`src/rtl/sdram_rdburst_collector_if.sv`:
```
// Bundles the burst-request, synchronized read-beat and consumer-handshake signals of the read collector.
// The slave side is the collector; the master side is whoever drives requests, beats and rready.
interface sdram_rdburst_collector_if #(
    parameter int DATA_SIZE = 32,
    parameter int LEN_SIZE  = 4
);
    logic                 rd_start_i;
    logic [LEN_SIZE-1:0]  rd_len_i;
    logic                 rdvalid_i;
    logic [DATA_SIZE-1:0] rddata_i;
    logic [DATA_SIZE-1:0] rdata_o;
    logic                 rvalid_o;
    logic                 rlast_o;
    logic                 rready_i;
    logic                 busy_o;
    logic                 overflow_o;
    logic                 spurious_o;

    modport slave (
        input  rd_start_i, rd_len_i, rdvalid_i, rddata_i, rready_i,
        output rdata_o, rvalid_o, rlast_o, busy_o, overflow_o, spurious_o
    );

    modport master (
        output rd_start_i, rd_len_i, rdvalid_i, rddata_i, rready_i,
        input  rdata_o, rvalid_o, rlast_o, busy_o, overflow_o, spurious_o
    );
endinterface

```
`src/rtl/sdram_rdburst_collector.sv`:
```
// Collects one SDRAM read burst per request into a small FIFO, tags the final beat, flags stray/dropped beats.
// One-cycle push-to-rvalid latency; read beats cannot be stalled, so a full FIFO drops the beat and sets overflow.
module sdram_rdburst_collector #(
    parameter int DATA_SIZE  = 32,
    parameter int FIFO_DEPTH = 4,
    parameter int LEN_SIZE   = 4
) (
    input logic                     clk_i,
    input logic                     rst_i,
    sdram_rdburst_collector_if.slave bus
);
    localparam int PW = $clog2(FIFO_DEPTH);
    localparam int CW = PW + 1;

    typedef enum logic [1:0] {
        S_IDLE,
        S_COLLECT,
        S_DRAIN
    } state_t;

    state_t               r_state;
    logic                 r_busy;
    logic                 r_overflow;
    logic                 r_spurious;
    logic [LEN_SIZE-1:0]  r_beat_cnt;

    logic [DATA_SIZE:0]   r_mem [FIFO_DEPTH];
    logic [PW-1:0]        r_wr_ptr;
    logic [PW-1:0]        r_rd_ptr;
    logic [CW-1:0]        r_count;

    logic                 w_valid;
    logic [DATA_SIZE:0]   w_head;
    logic                 w_pop;
    logic                 w_full;
    logic                 w_collect_beat;
    logic                 w_push;
    logic                 w_drop;
    logic                 w_tag_last;
    logic                 w_stray;
    logic                 w_drain_done;

    assign w_valid        = (r_count != '0);
    assign w_head         = r_mem[r_rd_ptr];
    assign w_pop          = w_valid && bus.rready_i;
    assign w_full         = (r_count == CW'(FIFO_DEPTH));
    assign w_collect_beat = (r_state == S_COLLECT) && bus.rdvalid_i;
    assign w_push         = w_collect_beat && (!w_full || w_pop);
    assign w_drop         = w_collect_beat && !w_push;
    assign w_tag_last     = (r_beat_cnt == '0);
    assign w_stray        = bus.rdvalid_i && (r_state != S_COLLECT);
    // Popping the sole remaining entry also ends DRAIN, covering a burst whose last beat was dropped.
    assign w_drain_done   = w_pop && (w_head[DATA_SIZE] || (r_count == CW'(1)));

    always_ff @(posedge clk_i) begin
        if (w_push) begin
            r_mem[r_wr_ptr] <= {w_tag_last, bus.rddata_i};
        end
    end

    always_ff @(posedge clk_i) begin
        if (rst_i) begin
            r_wr_ptr <= '0;
            r_rd_ptr <= '0;
            r_count  <= '0;
        end else begin
            if (w_push) r_wr_ptr <= r_wr_ptr + PW'(1);
            if (w_pop)  r_rd_ptr <= r_rd_ptr + PW'(1);
            case ({w_push, w_pop})
                2'b10:   r_count <= r_count + CW'(1);
                2'b01:   r_count <= r_count - CW'(1);
                default: r_count <= r_count;
            endcase
        end
    end

    always_ff @(posedge clk_i) begin
        if (rst_i) begin
            r_state    <= S_IDLE;
            r_busy     <= 1'b0;
            r_beat_cnt <= '0;
            r_overflow <= 1'b0;
            r_spurious <= 1'b0;
        end else begin
            if (w_stray) r_spurious <= 1'b1;
            if (w_drop)  r_overflow <= 1'b1;
            case (r_state)
                S_IDLE: begin
                    if (bus.rd_start_i) begin
                        r_beat_cnt <= bus.rd_len_i;
                        r_state    <= S_COLLECT;
                        r_busy     <= 1'b1;
                    end
                end
                S_COLLECT: begin
                    if (bus.rdvalid_i) begin
                        r_beat_cnt <= r_beat_cnt - LEN_SIZE'(1);
                        if (w_tag_last) r_state <= S_DRAIN;
                    end
                end
                S_DRAIN: begin
                    if (w_drain_done) begin
                        r_state <= S_IDLE;
                        r_busy  <= 1'b0;
                    end
                end
                default: begin
                    r_state <= S_IDLE;
                    r_busy  <= 1'b0;
                end
            endcase
        end
    end

    assign bus.rdata_o    = w_head[DATA_SIZE-1:0];
    assign bus.rvalid_o   = w_valid;
    assign bus.rlast_o    = w_valid && w_head[DATA_SIZE];
    assign bus.busy_o     = r_busy;
    assign bus.overflow_o = r_overflow;
    assign bus.spurious_o = r_spurious;
endmodule
```
`src/flat_wrapper.sv`:
```
// flat-port wrapper written by rule: the top's interface ports become plain ports
module sdram_rdburst_collector_flat 
#(
    parameter int DATA_SIZE  = 32,
    parameter int FIFO_DEPTH = 4,
    parameter int LEN_SIZE   = 4
)
  (clk_i, rst_i, bus_rd_start_i, bus_rd_len_i, bus_rdvalid_i, bus_rddata_i, bus_rready_i, bus_rdata_o, bus_rvalid_o, bus_rlast_o, bus_busy_o, bus_overflow_o, bus_spurious_o);
  sdram_rdburst_collector_if #(.DATA_SIZE(DATA_SIZE), .LEN_SIZE(LEN_SIZE)) bus_i ();
  input logic clk_i;
  input logic rst_i;
  input wire logic [$bits(bus_i.rd_start_i)-1:0] bus_rd_start_i;
  input wire logic [$bits(bus_i.rd_len_i)-1:0] bus_rd_len_i;
  input wire logic [$bits(bus_i.rdvalid_i)-1:0] bus_rdvalid_i;
  input wire logic [$bits(bus_i.rddata_i)-1:0] bus_rddata_i;
  input wire logic [$bits(bus_i.rready_i)-1:0] bus_rready_i;
  output wire logic [$bits(bus_i.rdata_o)-1:0] bus_rdata_o;
  output wire logic [$bits(bus_i.rvalid_o)-1:0] bus_rvalid_o;
  output wire logic [$bits(bus_i.rlast_o)-1:0] bus_rlast_o;
  output wire logic [$bits(bus_i.busy_o)-1:0] bus_busy_o;
  output wire logic [$bits(bus_i.overflow_o)-1:0] bus_overflow_o;
  output wire logic [$bits(bus_i.spurious_o)-1:0] bus_spurious_o;
  assign bus_i.rd_start_i = bus_rd_start_i;
  assign bus_i.rd_len_i = bus_rd_len_i;
  assign bus_i.rdvalid_i = bus_rdvalid_i;
  assign bus_i.rddata_i = bus_rddata_i;
  assign bus_i.rready_i = bus_rready_i;
  assign bus_rdata_o = bus_i.rdata_o;
  assign bus_rvalid_o = bus_i.rvalid_o;
  assign bus_rlast_o = bus_i.rlast_o;
  assign bus_busy_o = bus_i.busy_o;
  assign bus_overflow_o = bus_i.overflow_o;
  assign bus_spurious_o = bus_i.spurious_o;
  sdram_rdburst_collector #(.DATA_SIZE(DATA_SIZE), .FIFO_DEPTH(FIFO_DEPTH), .LEN_SIZE(LEN_SIZE)) u_core (.clk_i(clk_i), .rst_i(rst_i), .bus(bus_i));
endmodule
```
`config.mk`:
```
export PLATFORM = sky130hd
export DESIGN_NAME = sdram_rdburst_collector_flat
export DESIGN_NICKNAME = d
export VERILOG_FILES = /design/src/rtl/sdram_rdburst_collector_if.sv /design/src/rtl/sdram_rdburst_collector.sv /design/src/flat_wrapper.sv
export SDC_FILE = /design/constraint.sdc
export NUM_CORES = 1
export LEC_CHECK = 0
export BUFFER_PORTS_ARGS = -buffer_cell sky130_fd_sc_hd__buf_2
export CAP_MARGIN = 20
export CORE_UTILIZATION = 45
export CTS_CLUSTER_SIZE = 30
export DETAILED_ROUTE_END_ITERATION = 10
export SLEW_MARGIN = 0
export SYNTH_ARGS = -nofsm -noshare
export SYNTH_HDL_FRONTEND = slang
export SYNTH_SLANG_ARGS = --single-unit
```
`constraint.sdc`:
```
create_clock -name clk_i -period 3 [get_ports clk_i]
set_input_delay 0.45 -clock clk_i [delete_from_list [all_inputs] [get_ports clk_i]]
set_output_delay 0.45 -clock clk_i [all_outputs]
set_load 0.05 [all_outputs]
```
**After elaboration in Yosys (flattened, before gate mapping)**

Memory sizes are Yosys's and may differ from the RTL's. A register that Yosys moved wholly into a read port is not among the register bits.
Cells that the tools add are included.

- ROM bits: 0
- Bits in writable memories: 132
- Flip-flop bits (word level): 16
- Memories kept: 1
- Input bits: 41
- Word-level logic and storage cells: 61
- Bits in latches: 0
- Output and inout bits: 37

Memory list:

| memory | words | width | read ports | clocked after Yosys merged registers in | write ports | RTL line | source |
|---|---|---|---|---|---|---|---|
| u_core.r_mem | 4 | 33 | 1 | 1 | 1 | sdram_rdburst_collector.sv:27 | `logic [DATA_SIZE:0] r_mem [FIFO_DEPTH];` |

- Multipliers: 0
- $lt $le $gt $ge: 0
- Eq/ne operators: 11
- Reduce and logical (&&, ||, !) cells: 19
- Shift operators: 0
- Div/mod/pow operators: 0
- Add/sub/neg operators: 5
- Mux-type cells: 16
- Bitwise gates (word level): 1

Operator list:

| operator | count |
|---|---|
| 2-bit 2-to-1 mux | 6 |
| 4-bit 2-to-1 mux | 2 |
| 4-bit case mux with 2 select lines | 1 |
| 1-bit logical AND | 7 |
| 2-bit by 1-bit inequality test with 1-bit output, second input constant | 3 |
| 2-bit case mux with 3 select lines | 1 |
| 3-bit case mux with 2 select lines | 1 |
| 3-bit AND reduction | 2 |
| 2-bit by 1-bit adder with 2-bit output, second input constant | 2 |
| 2-bit by 1-bit equality test with 1-bit output, second input constant | 2 |
| 2-bit equality test, second input constant | 2 |
| 4-bit zero test | 1 |
| 1-bit 2-to-1 mux | 4 |
| 2-bit inequality test, second input constant | 2 |
| 4-bit AND reduction | 1 |
| 2-bit nonzero test | 2 |
| 4-bit by 1-bit subtractor with 4-bit output, second input constant | 1 |
| 3-bit by 1-bit adder with 3-bit output, second input constant | 1 |
| 3-bit by 1-bit equality test with 1-bit output, second input constant | 1 |
| 3-bit equality test, second input constant | 1 |
| 1-bit case mux with 3 select lines | 1 |
| 3-bit nonzero test | 1 |
| 3-bit by 1-bit subtractor with 3-bit output, second input constant | 1 |
| 1-bit zero test | 2 |
| other kinds (3) | 4 |

**Depth between registers and ports, before layout**

Gate-level depths: netlist (run 1).

- Depth after elaboration: 6
- Mapped depth: 9
- Depth with buffers taken out: 9

**Worst setup path before layout (run 1)**

No wires, ideal clock.

- Kind: reg2reg
- Start point: register u_core.r_count[0]
- End point: memory u_core.r_mem[0][0] (netlist name), enable pin
- Period minus slack after synthesis: 2.142 ns
- Setup time: 0.393 ns
- Buffers on the path: 0
- Setup slack: 0.858 ns
- Arrival time: 1.749 ns
- Stages on the path, launching flop included: 6
- Required time: 2.607 ns
- Cell sequence: dfxtp_1 -> inv_1 -> ha_1 -> nand2_1 -> o211a_4 -> and2_1

- Word-level cells in the longest chain between the ends: 6
- Elaborated cells between the ends (all ways): 8
- Classes of those cells: 1 x eq/ne; 2 x mux; 5 x reduce/logical

RTL lines:

| what | RTL line | source |
|---|---|---|
| from (decl) | sdram_rdburst_collector.sv:30 | `logic [CW-1:0] r_count;` |
| from (signal assigned) | sdram_rdburst_collector.sv:70 | `2'b10: r_count <= r_count + CW'(1);` |
| from (signal assigned) | sdram_rdburst_collector.sv:71 | `2'b01: r_count <= r_count - CW'(1);` |
| from (signal assigned) | sdram_rdburst_collector.sv:72 | `default: r_count <= r_count;` |
| 3-bit equality test or 3-bit nonzero test (tied branches) | sdram_rdburst_collector.sv:46, sdram_rdburst_collector.sv:43 |  |
| 1-bit zero test or 1-bit logical AND (tied branches) | sdram_rdburst_collector.sv:48, sdram_rdburst_collector.sv:45 |  |
| 1-bit logical OR (*) | sdram_rdburst_collector.sv:48 | `assign w_push = w_collect_beat && (!w_full \|\| w_pop);` |
| 1-bit logical AND (*) | sdram_rdburst_collector.sv:48 |  |
| 1-bit 2-to-1 mux (*) | sdram_rdburst_collector.sv:56 | `if (w_push) begin` |
| 1-bit 2-to-1 mux (implied by the code) (*) | sdram_rdburst_collector.sv:57 | `r_mem[r_wr_ptr] <= {w_tag_last, bus.rddata_i};` |
| to (decl) | sdram_rdburst_collector.sv:27 |  |

Mark *: on every way between the ends. The rest lies on a longest branch, timed or not.

==> impl_metrics.py, run 1 <==
metrics = {
    "floorplanning": {
        "core_area_mm2": 0.0123,
        "num_io_pins": 78,
        "fp.dieW_um": 115,
        "initial_core_util": 0.470,
        "die_area_mm2": 0.0133,
        "num_rows": 40,
        "die_h_um": 115,
    },
    "setup_path": {
        "cp.arrival_ns": 2.11,
        "crit_type": "flop to output port",
        "crit_path_end_kind": "output port",
        "worstPathRequired_ns": 2.55,
        "critPathLaunchType": "flop",
        "cp_max_fo": 24,
    },
    "timing": {
        "rsz0062_at_grt": "false",
        "holdWs_ns": 0.252,
        "relSlewSlack": 0.515,
        "final-setup-viol-count": 0,
        "fin_worst_skew_ns": 0.00727,
        "fmax_mhz": 390,
        "setup_tns_ns": 0,
        "worst_slew_pin_slew_ns": 0.727,
        "period_minus_slack_ns": 2.56,
        "slew_violations": 0,
        "fin_crit_sh": 0.855,
        "hold_viol": 0,
    },
    "logic_synthesis": {
        "ys_ff_latch": 150,
        "async_flop_share": 0,
        "synth_edf_count": 132,
        "yosysWarnings": 0,
        "netlist-cell-type-count": 37,
        "netlist_area_mm2": 0.00577,
        "ys.flop_type": "edfxtp_1",
        "ys_seq_area_frac": 0.750,
        "synth_nets": 340,
        "syn-mean-instance-area_um2": 19.9,
        "synthCells": 289,
    },
    "global_route": {
        "grt.busiest_layer": "met2",
        "first_global_vias": 2968,
        "grt_use_met3": 0.0559,
        "grt_overflow": 0,
        "use_met2": 0.270,
        "antenna_found_initial": 0,
        "track_usage": 0.166,
        "gr-usage-met1": 0.203,
        "grt_first_pass_wirelength_mm": 15.8,
        "grt_start_max_net_pins": 34,
    },
    "clock_network": {
        "post-cts-setup-buffers": 0,
        "clock_path_buffers": 2,
        "clock-sinks": 150,
        "clkLatencyLatePin_ns": 0.42,
        "path_clk_slew_ns": 0.05,
        "cts_tree": "yes",
        "post_cts_resized": 0,
        "root_buffer": "clkbuf_16",
        "ctsHoldBuffers": 0,
        "numCtsBuffers": 17,
        "htreeDepth": 4,
    },
    "place": {
        "portBuffers": 77,
        "placedCellCount": 530,
        "dp_hpwl_mm": 6.20,
        "place_congestion": 0.708,
    },
    "layout": {
        "fillCellCount": 954,
        "multi_input_area_mm2": 0.00135,
        "fin_cells": 563,
        "ff_latch_area_mm2": 0.00433,
        "syn_to_final_growth_pct": 20.6,
        "layout.nets": 432,
        "drive_gt1_frac": 0.388,
        "post-route-util": 0.567,
    },
    "drt": {
        "wl_per_cell_um": 17.6,
        "drt-pass1-iter-count": 5,
        "ant_nets": 0,
        "drt_iter0_drc": 244,
        "drc_errors": 0,
        "num_vias": 2905,
        "via_per_inst": 5.16,
        "wirelength_mm": 9.91,
    },
    "power_and_ir_drop": {
        "p_per_area_mw_per_mm2": 857,
        "leakagePower_uw": 0.00241,
        "peakVddDrop_v": 0.000662,
    },
    "min_path": {
        "min_path_type": "primary input to flop",
    },
    "job": {
        "cap_violations": 0,
    },
    "status": {
        "status": "finished clean",
    },
}
## synth_stat cells, drive strengths merged, types with 3 or more instances
cell type | count | area [um2]
edfxtp | 132 | 3960
o21ai | 3 | 15.0
buf | 7 | 51.3
clkbuf | 4 | 15.0
nor2b | 3 | 21.3
a21oi | 8 | 43.8
dfxtp | 18 | 360
nand2b | 5 | 31.3
mux2i | 3 | 30.0
nand2 | 7 | 26.3
xor2 | 4 | 35.0
inv | 8 | 30.0
mux4 | 32 | 721
nor2 | 15 | 56.3
a211oi | 5 | 47.5
ha | 10 | 125
and2 | 7 | 43.8
## flip-flops by register name, indices dropped and copies added, names as in the netlist, named ones only
| register | count |
|---|---|
| u_core.r_count | 3 |
| u_core.bus.busy_o | 1 |
| u_core.r_beat_cnt | 4 |
| u_core.bus.spurious_o | 1 |
| u_core.r_state | 2 |
| u_core.r_wr_ptr | 2 |
| u_core.bus.overflow_o | 1 |
| u_core.r_mem | 132 |
| u_core.r_rd_ptr | 2 |
## per-layer routing
layer | part of all wire | vias up
met4 | 0.015 | 0
met2 | 0.50 | 68
met5 | 0 | -
li1 | - | 1335
met1 | 0.44 | 1490
met3 | 0.045 | 12
## critical path: stages, from the launching register on
cell	delay, ns
dfxtp_2	0.60
buf_12	0.28
mux4_2	0.56
buf_2	0.23
## worst paths after layout
kind / startpoint / end / slack, ns / cells past startpoint
max: flop / bus_rdata_o[7] / 0.44 / 3
min: bus_rddata_i[21] / u_core.r_mem[3][21]$_DFFE_PP_ / 0.25 / 1
max reg2reg: u_core.r_count[0]$_SDFFE_PP0P_ / u_core.r_count[2]$_SDFFE_PP0P_ / 0.99 / 8
min reg2reg: u_core.bus.overflow_o$_SDFFE_PP0P_ / u_core.bus.overflow_o$_SDFFE_PP0P_ / 0.47 / 2
## report_power, final
| part | switching, uW | internal (uW) |
|---|---|---|
| logic | 984 | 517 |
| registers | 92.1 | 2370 |
| clock network | 733 | 1270 |
## per-stage QoR
step | power [uW] | instance area, um2 | setup slack, ns
2_1_floorplan | 3700 | 5770 | 0.858
3_3_place_gp | 4010 | 6390 | 0.869
3_5_place_dp | 4030 | 6390 | 0.857
4_1_cts | 6030 | 6950 | 0.407
5_1_grt | 6200 | 6950 | 0.334
6_report | 5960 | 6950 | 0.436
## area by class of cell
cell class / instances / area share
multi-input cells: 120 / 0.194
flip-flops and latches: 150 / 0.622
well taps: 168 / 0.0302
clock buffers: 28 / 0.0700
inverters: 8 / 0.00432
clock inverters: 4 / 0.0101
diodes: 1 / 0.000360
repair buffers: 84 / 0.0684
## cells in the final DEF (no fill, tap or decap), types with 3 or more instances in the layout
cell type / count
a211oi_1: 3
a21oi_1: 7
and2_1: 3
and2_2: 4
buf_12: 3
buf_2: 77
buf_4: 4
clkbuf_1: 9
clkbuf_16: 17
dfxtp_1: 16
edfxtp_1: 132
ha_1: 10
inv_1: 8
mux2i_1: 3
mux4_2: 32
nand2_1: 7
nand2b_1: 5
nor2_1: 15
xor2_1: 4
## kinds of logic (layout without fill, tap and decap cells)
kind of cell,after synthesis,after routing,synth area share
AND/OR/NAND/NOR,45,45,0.0401
adder cells (fa/ha/maj),10,10,0.0217
buffers and inverters,19,124,0.0167
AO/OA/AOI/OAI,24,24,0.0310
other,0,1,0
XOR/XNOR,5,5,0.00760
flip-flops,150,150,0.750
multiplexers,36,36,0.133
Note: power is estimated with default switching activity, not from simulation.
==> run 2, diff against run 1 <==
--- a/config.mk
+++ b/config.mk
@@ -7,6 +7,8 @@
 export LEC_CHECK = 0
 export BUFFER_PORTS_ARGS = -buffer_cell sky130_fd_sc_hd__buf_2
 export CAP_MARGIN = 20
+export CORE_ASPECT_RATIO = 1.1
+export CORE_MARGIN = 10
 export CORE_UTILIZATION = 45
 export CTS_CLUSTER_SIZE = 30
 export DETAILED_ROUTE_END_ITERATION = 10
==> constraint.sdc (replaced) <==
create_clock -name clk_i -period 3.3 [get_ports clk_i]
set_input_delay 0.495 -clock clk_i [delete_from_list [all_inputs] [get_ports clk_i]]
set_output_delay 0.495 -clock clk_i [all_outputs]
set_load 0.05 [all_outputs]
==> impl_metrics.py, run 2 (synthesis results as in run 1) <==
metrics = {
    "timing": {
        "final-setup-viol-count": 0,
        "rsz0062_at_grt": "false",
        "fin_crit_sh": 0.789,
        "fin_worst_skew_ns": 0.00668,
        "holdWs_ns": 0.293,
        "slew_violations": 0,
        "hold_viol": 0,
        "relSlewSlack": 0.622,
        "worst_slew_pin_slew_ns": 0.566,
        "fmax_mhz": 384,
        "period_minus_slack_ns": 2.60,
        "setup_tns_ns": 0,
    },
    "clock_network": {
        "post_cts_resized": 0,
        "root_buffer": "clkbuf_16",
        "numCtsBuffers": 17,
        "clock_path_buffers": 2,
        "post-cts-setup-buffers": 0,
        "htreeDepth": 4,
        "clkLatencyLatePin_ns": 0.41,
        "cts_tree": "yes",
        "ctsHoldBuffers": 0,
        "path_clk_slew_ns": 0.06,
        "clock-sinks": 150,
    },
    "layout": {
        "largest_register_ff_count": 132,
        "final_cell_mix": "edfxtp_1 (132), buf_2 (77), mux4_2 (32)",
        "fillCellCount": 992,
        "final_common_cell": "edfxtp_1",
        "regMostFlops": "u_core.r_mem",
        "layout.nets": 431,
        "fin_cells": 551,
        "drive_gt1_frac": 0.407,
        "reg_top3": "u_core.r_mem: 132 flops, u_core.r_beat_cnt: 4 flops, u_core.r_count: 3 flops",
        "syn_to_final_growth_pct": 21.5,
    },
    "power_and_ir_drop": {
        "p_per_area_mw_per_mm2": 811,
        "intPower_uw": 3980,
        "switching_share": 0.301,
        "leakagePower_uw": 0.00245,
        "power_frac_comb": 0.242,
        "clkPwrFrac": 0.365,
        "seqPwrFrac": 0.393,
        "peakVddDrop_v": 0.000462,
        "switchingPower_uw": 1710,
    },
    "floorplanning": {
        "fp.dieW_um": 128,
        "core_area_mm2": 0.0126,
        "num_rows": 43,
        "num_io_pins": 78,
        "initial_core_util": 0.458,
        "die_h_um": 139,
        "die_area_mm2": 0.0177,
    },
    "drt": {
        "drt-pass1-iter-count": 5,
        "drt_iter0_drc": 226,
        "num_vias": 2806,
        "wl_per_cell_um": 19.2,
        "drc_errors": 0,
        "via_per_inst": 5.09,
        "wirelength_mm": 10.6,
        "ant_nets": 0,
    },
    "setup_path": {
        "worstPathRequired_ns": 2.80,
        "cp.arrival_ns": 2.11,
        "critPathLaunchType": "flop",
        "rrSetupSlack_ns": 1.14,
        "r2r_start": "u_core.r_count[0]$_SDFFE_PP0P_",
        "r2r_end": "u_core.r_mem[0][7]$_DFFE_PP_",
        "crit_path_end_kind": "output port",
        "cp_max_fo": 23,
        "rr_worst_depth": 6,
        "crit_type": "flop to output port",
    },
    "min_path": {
        "min_path_type": "primary input to flop",
        "min_delay_path_depth": 1,
        "hp-start": "bus_rddata_i[25]",
        "min_to": "u_core.r_mem[3][25]$_DFFE_PP_",
    },
    "status": {
        "status": "finished clean",
    },
    "job": {
        "cap_violations": 0,
    },
    "global_route": {
        "track_usage": 0.127,
        "first_global_vias": 3108,
        "antenna_found_initial": 2,
        "grt_first_pass_wirelength_mm": 17.1,
        "grt_overflow": 0,
        "grt_start_max_net_pins": 24,
    },
    "place": {
        "placedCellCount": 518,
        "portBuffers": 77,
        "dp_hpwl_mm": 6.95,
        "place_congestion": 0.736,
    },
}
run 2: routing by layer:
layer	global-route usage	part of all wire	routed length (um)
met5	0	0	0
met3	0.0585	0.070	735
met2	0.203	0.50	5280
met4	0.0534	0.019	197
met1	0.144	0.41	4360
run 2: power by group through the flow:
stage,sequential (uW),clock (uW),combinational [uW]
5_1_grt,2250,2200,1470
3_5_place_dp,2280,0,1390
2_1_floorplan,2230,0,1140
3_3_place_gp,2280,0,1390
6_report,2230,2070,1380
4_1_cts,2240,2110,1410
run 2: worst max path at each step:
stage / from / end / slack (ns) / cells past startpoint
4_1_cts: flop / bus_rdata_o[4] / 0.62 / 3
6_report: flop / bus_rdata_o[6] / 0.70 / 3
3_3_place_gp: flop / bus_rdata_o[4] / 1.07 / 3
3_5_place_dp: flop / bus_rdata_o[4] / 1.07 / 3
5_1_grt: flop / bus_rdata_o[6] / 0.53 / 3
2_1_floorplan: u_core.r_count[0]$_SDFFE_PP0P_ / u_core.r_mem[0][0]$_DFFE_PP_ / 1.16 / 5
run 2: through the flow:
step	power [uW]	worst slack, ns	utilization	area, um2
after global routing	5930	0.533	0.556	7000
after CTS	5750	0.620	0.556	7000
after floorplan	3370	1.16	-	5770
after global placement	3670	1.07	0.505	6360
final	5680	0.698	0.556	7010
after detailed placement	3670	1.07	0.505	6360
run 2: cell type report:
type	count	area, um2	share of cell area
diodes	1	2.50	0.000357
clock buffers	18	439	0.0627
clock inverters	14	205	0.0293
inverters	8	30.0	0.00429
multi-input cells	120	1350	0.193
flip-flops and latches	150	4330	0.618
well taps	157	196	0.0280
repair buffers	83	455	0.0650
run 2: worst max-delay path: stages, from the launching register on:
cell and delay (ns):
dfxtp_2 0.62, buf_12 0.28, mux4_2 0.54, buf_2 0.23
==> run 3, diff against run 2 <==
--- a/config.mk
+++ b/config.mk
@@ -12,6 +12,7 @@
 export CORE_UTILIZATION = 45
 export CTS_CLUSTER_SIZE = 30
 export DETAILED_ROUTE_END_ITERATION = 10
+export PLACE_DENSITY = 0.67
 export SLEW_MARGIN = 0
 export SYNTH_ARGS = -nofsm -noshare
 export SYNTH_HDL_FRONTEND = slang
==> constraint.sdc (replaced) <==
create_clock -name clk_i -period 2.1 [get_ports clk_i]
set_input_delay 0.315 -clock clk_i [delete_from_list [all_inputs] [get_ports clk_i]]
set_output_delay 0.315 -clock clk_i [all_outputs]
set_load 0.05 [all_outputs]
==> impl_metrics.py, run 3 (synthesis results as in run 1) <==
metrics = {
    "floorplanning": {
        "num_rows": 43,
        "fp.dieW_um": 128,
        "die_area_mm2": 0.0177,
        "die_h_um": 139,
        "initial_core_util": 0.458,
        "core_area_mm2": 0.0126,
        "num_io_pins": 78,
    },
    "clock_network": {
        "cts_tree": "yes",
        "path_clk_slew_ns": 0.06,
        "root_buffer": "clkbuf_16",
        "post-cts-setup-buffers": 0,
        "numCtsBuffers": 17,
        "clock_path_buffers": 2,
        "clkLatencyLatePin_ns": 0.41,
        "clock-sinks": 150,
        "htreeDepth": 4,
    },
    "timing": {
        "fin_crit_sh": 0.992,
        "hold_viol": 0,
        "slew_violations": 0,
        "holdWs_ns": 0.117,
        "setup_tns_ns": 0,
        "final-setup-viol-count": 0,
        "fmax_mhz": 480,
        "relSlewSlack": 0.544,
        "worst_slew_pin_slew_ns": 0.682,
        "period_minus_slack_ns": 2.08,
        "fin_worst_skew_ns": 0.00910,
        "rsz0062_at_grt": "true",
    },
    "drt": {
        "ant_nets": 0,
        "wl_per_cell_um": 20.0,
        "drt_iter0_drc": 129,
        "drt-pass1-iter-count": 5,
        "drc_errors": 0,
        "wirelength_mm": 11.2,
        "via_per_inst": 5.25,
        "num_vias": 2940,
    },
    "layout": {
        "fin_cells": 560,
        "fin_area_mm2": 0.00740,
        "post-route-util": 0.588,
        "syn_to_final_growth_pct": 28.3,
        "regMostFlops": "u_core.r_mem",
        "diodes": 0,
        "reg_top3": "u_core.r_mem: 132 flops, u_core.r_beat_cnt: 4 flops, u_core.r_count: 3 flops",
        "drive_gt1_frac": 0.419,
        "final_common_cell": "edfxtp_1",
        "final_cell_mix": "edfxtp_1 (132), buf_2 (45), mux4_2 (32)",
        "largest_register_ff_count": 132,
        "layout.nets": 441,
    },
    "power_and_ir_drop": {
        "peakVddDrop_v": 0.000725,
        "p_per_area_mw_per_mm2": 1280,
        "leakagePower_uw": 0.00259,
        "switchingPower_uw": 2750,
        "power_frac_comb": 0.285,
        "intPower_uw": 6730,
        "seqPwrFrac": 0.368,
        "clkPwrFrac": 0.347,
        "switching_share": 0.291,
    },
    "place": {
        "dp_hpwl_mm": 6.98,
        "placedCellCount": 525,
        "dpl_cell_area_mm2": 0.00646,
        "place_congestion": 0.731,
        "portBuffers": 77,
    },
    "setup_path": {
        "rr_worst_depth": 8,
        "r2r_start": "u_core.r_count[0]$_SDFFE_PP0P_",
        "crit_path_end_kind": "output port",
        "crit_type": "flop to output port",
        "cp_max_fo": 8,
        "worstPathRequired_ns": 1.78,
        "r2r_end": "u_core.r_count[2]$_SDFFE_PP0P_",
        "cp.arrival_ns": 1.77,
        "critPathLaunchType": "flop",
        "rrSetupSlack_ns": 0.18,
    },
    "min_path": {
        "min_path_type": "primary input to flop",
        "hp-start": "bus_rddata_i[30]",
        "min_delay_path_depth": 1,
        "min_to": "u_core.r_mem[3][30]$_DFFE_PP_",
    },
    "global_route": {
        "first_global_vias": 3283,
        "antenna_found_initial": 1,
        "grt_first_pass_wirelength_mm": 17.8,
        "track_usage": 0.132,
        "grt_overflow": 0,
        "grt_start_max_net_pins": 34,
    },
    "status": {
        "status": "finished clean",
    },
    "job": {
        "cap_violations": 0,
    },
}
[run 3: cell count changes in the layout (fill, tap and decap cells not counted), sizes merged]
cell      before  now
clkbuf        18   25
clkinv         8    2
diode          1    0
buf           83   92
clkinvlp       0    1
inv            9    8
[run 3: repair_timing]
action | CTS | global route
cloned | 2 | 1
endpoints found under the setup margin | 30 | 26
resized for setup | 53 | 14
pin swaps | 0 | 0
hold buffers | 0 | 0
[run 3: worst max-delay path, cell delays in order (launching register included)]
cell and delay (ns):
dfxtp_4 0.45, buf_12 0.17, mux4_2 0.54, buf_6 0.18
[run 3: how the worst max path moves through the flow]
stage / endpoint / depth (start not counted) / slack, ns / startpoint
2_1_floorplan: u_core.r_count[2]$_SDFFE_PP0P_ / 8 / 0.18 / u_core.r_count[0]$_SDFFE_PP0P_
3_3_place_gp: u_core.r_count[2]$_SDFFE_PP0P_ / 8 / 0.18 / u_core.r_count[0]$_SDFFE_PP0P_
3_5_place_dp: u_core.r_count[2]$_SDFFE_PP0P_ / 8 / 0.14 / u_core.r_count[0]$_SDFFE_PP0P_
4_1_cts: bus_rdata_o[3] / 3 / -0.01 / flop
5_1_grt: bus_rdata_o[0] / 3 / -0.05 / flop
6_report: bus_rdata_o[0] / 3 / 0.02 / flop
[run 3: stage by stage]
step | total power, uW | setup slack (ns)
5_1_grt | 9880 | -0.0501
2_1_floorplan | 5300 | 0.179
3_5_place_dp | 5820 | 0.137
3_3_place_gp | 5790 | 0.184
4_1_cts | 9450 | -0.0129
6_report | 9480 | 0.0175
[run 3: per-layer routing]
layer / global-route usage / share of wire
met4: 0.0480 / 0.012
met2: 0.215 / 0.51
met3: 0.0574 / 0.066
met1: 0.150 / 0.41
met5: 0 / 0.00080
[run 3: cell type report]
type | count | area (um2)
flip-flops and latches | 150 | 4330
clock buffers | 24 | 482
clock inverters | 8 | 171
well taps | 157 | 196
repair buffers | 93 | 835
inverters | 8 | 30.0
multi-input cells | 120 | 1350
fillers | 921 | 5190
[run 3: power groups by stage]
stage	sequential, uW	combinational, uW	clock [uW]
3_3_place_gp	3500	2290	0
5_1_grt	3510	2880	3500
3_5_place_dp	3510	2300	0
4_1_cts	3480	2630	3340
2_1_floorplan	3500	1800	0
6_report	3490	2700	3290
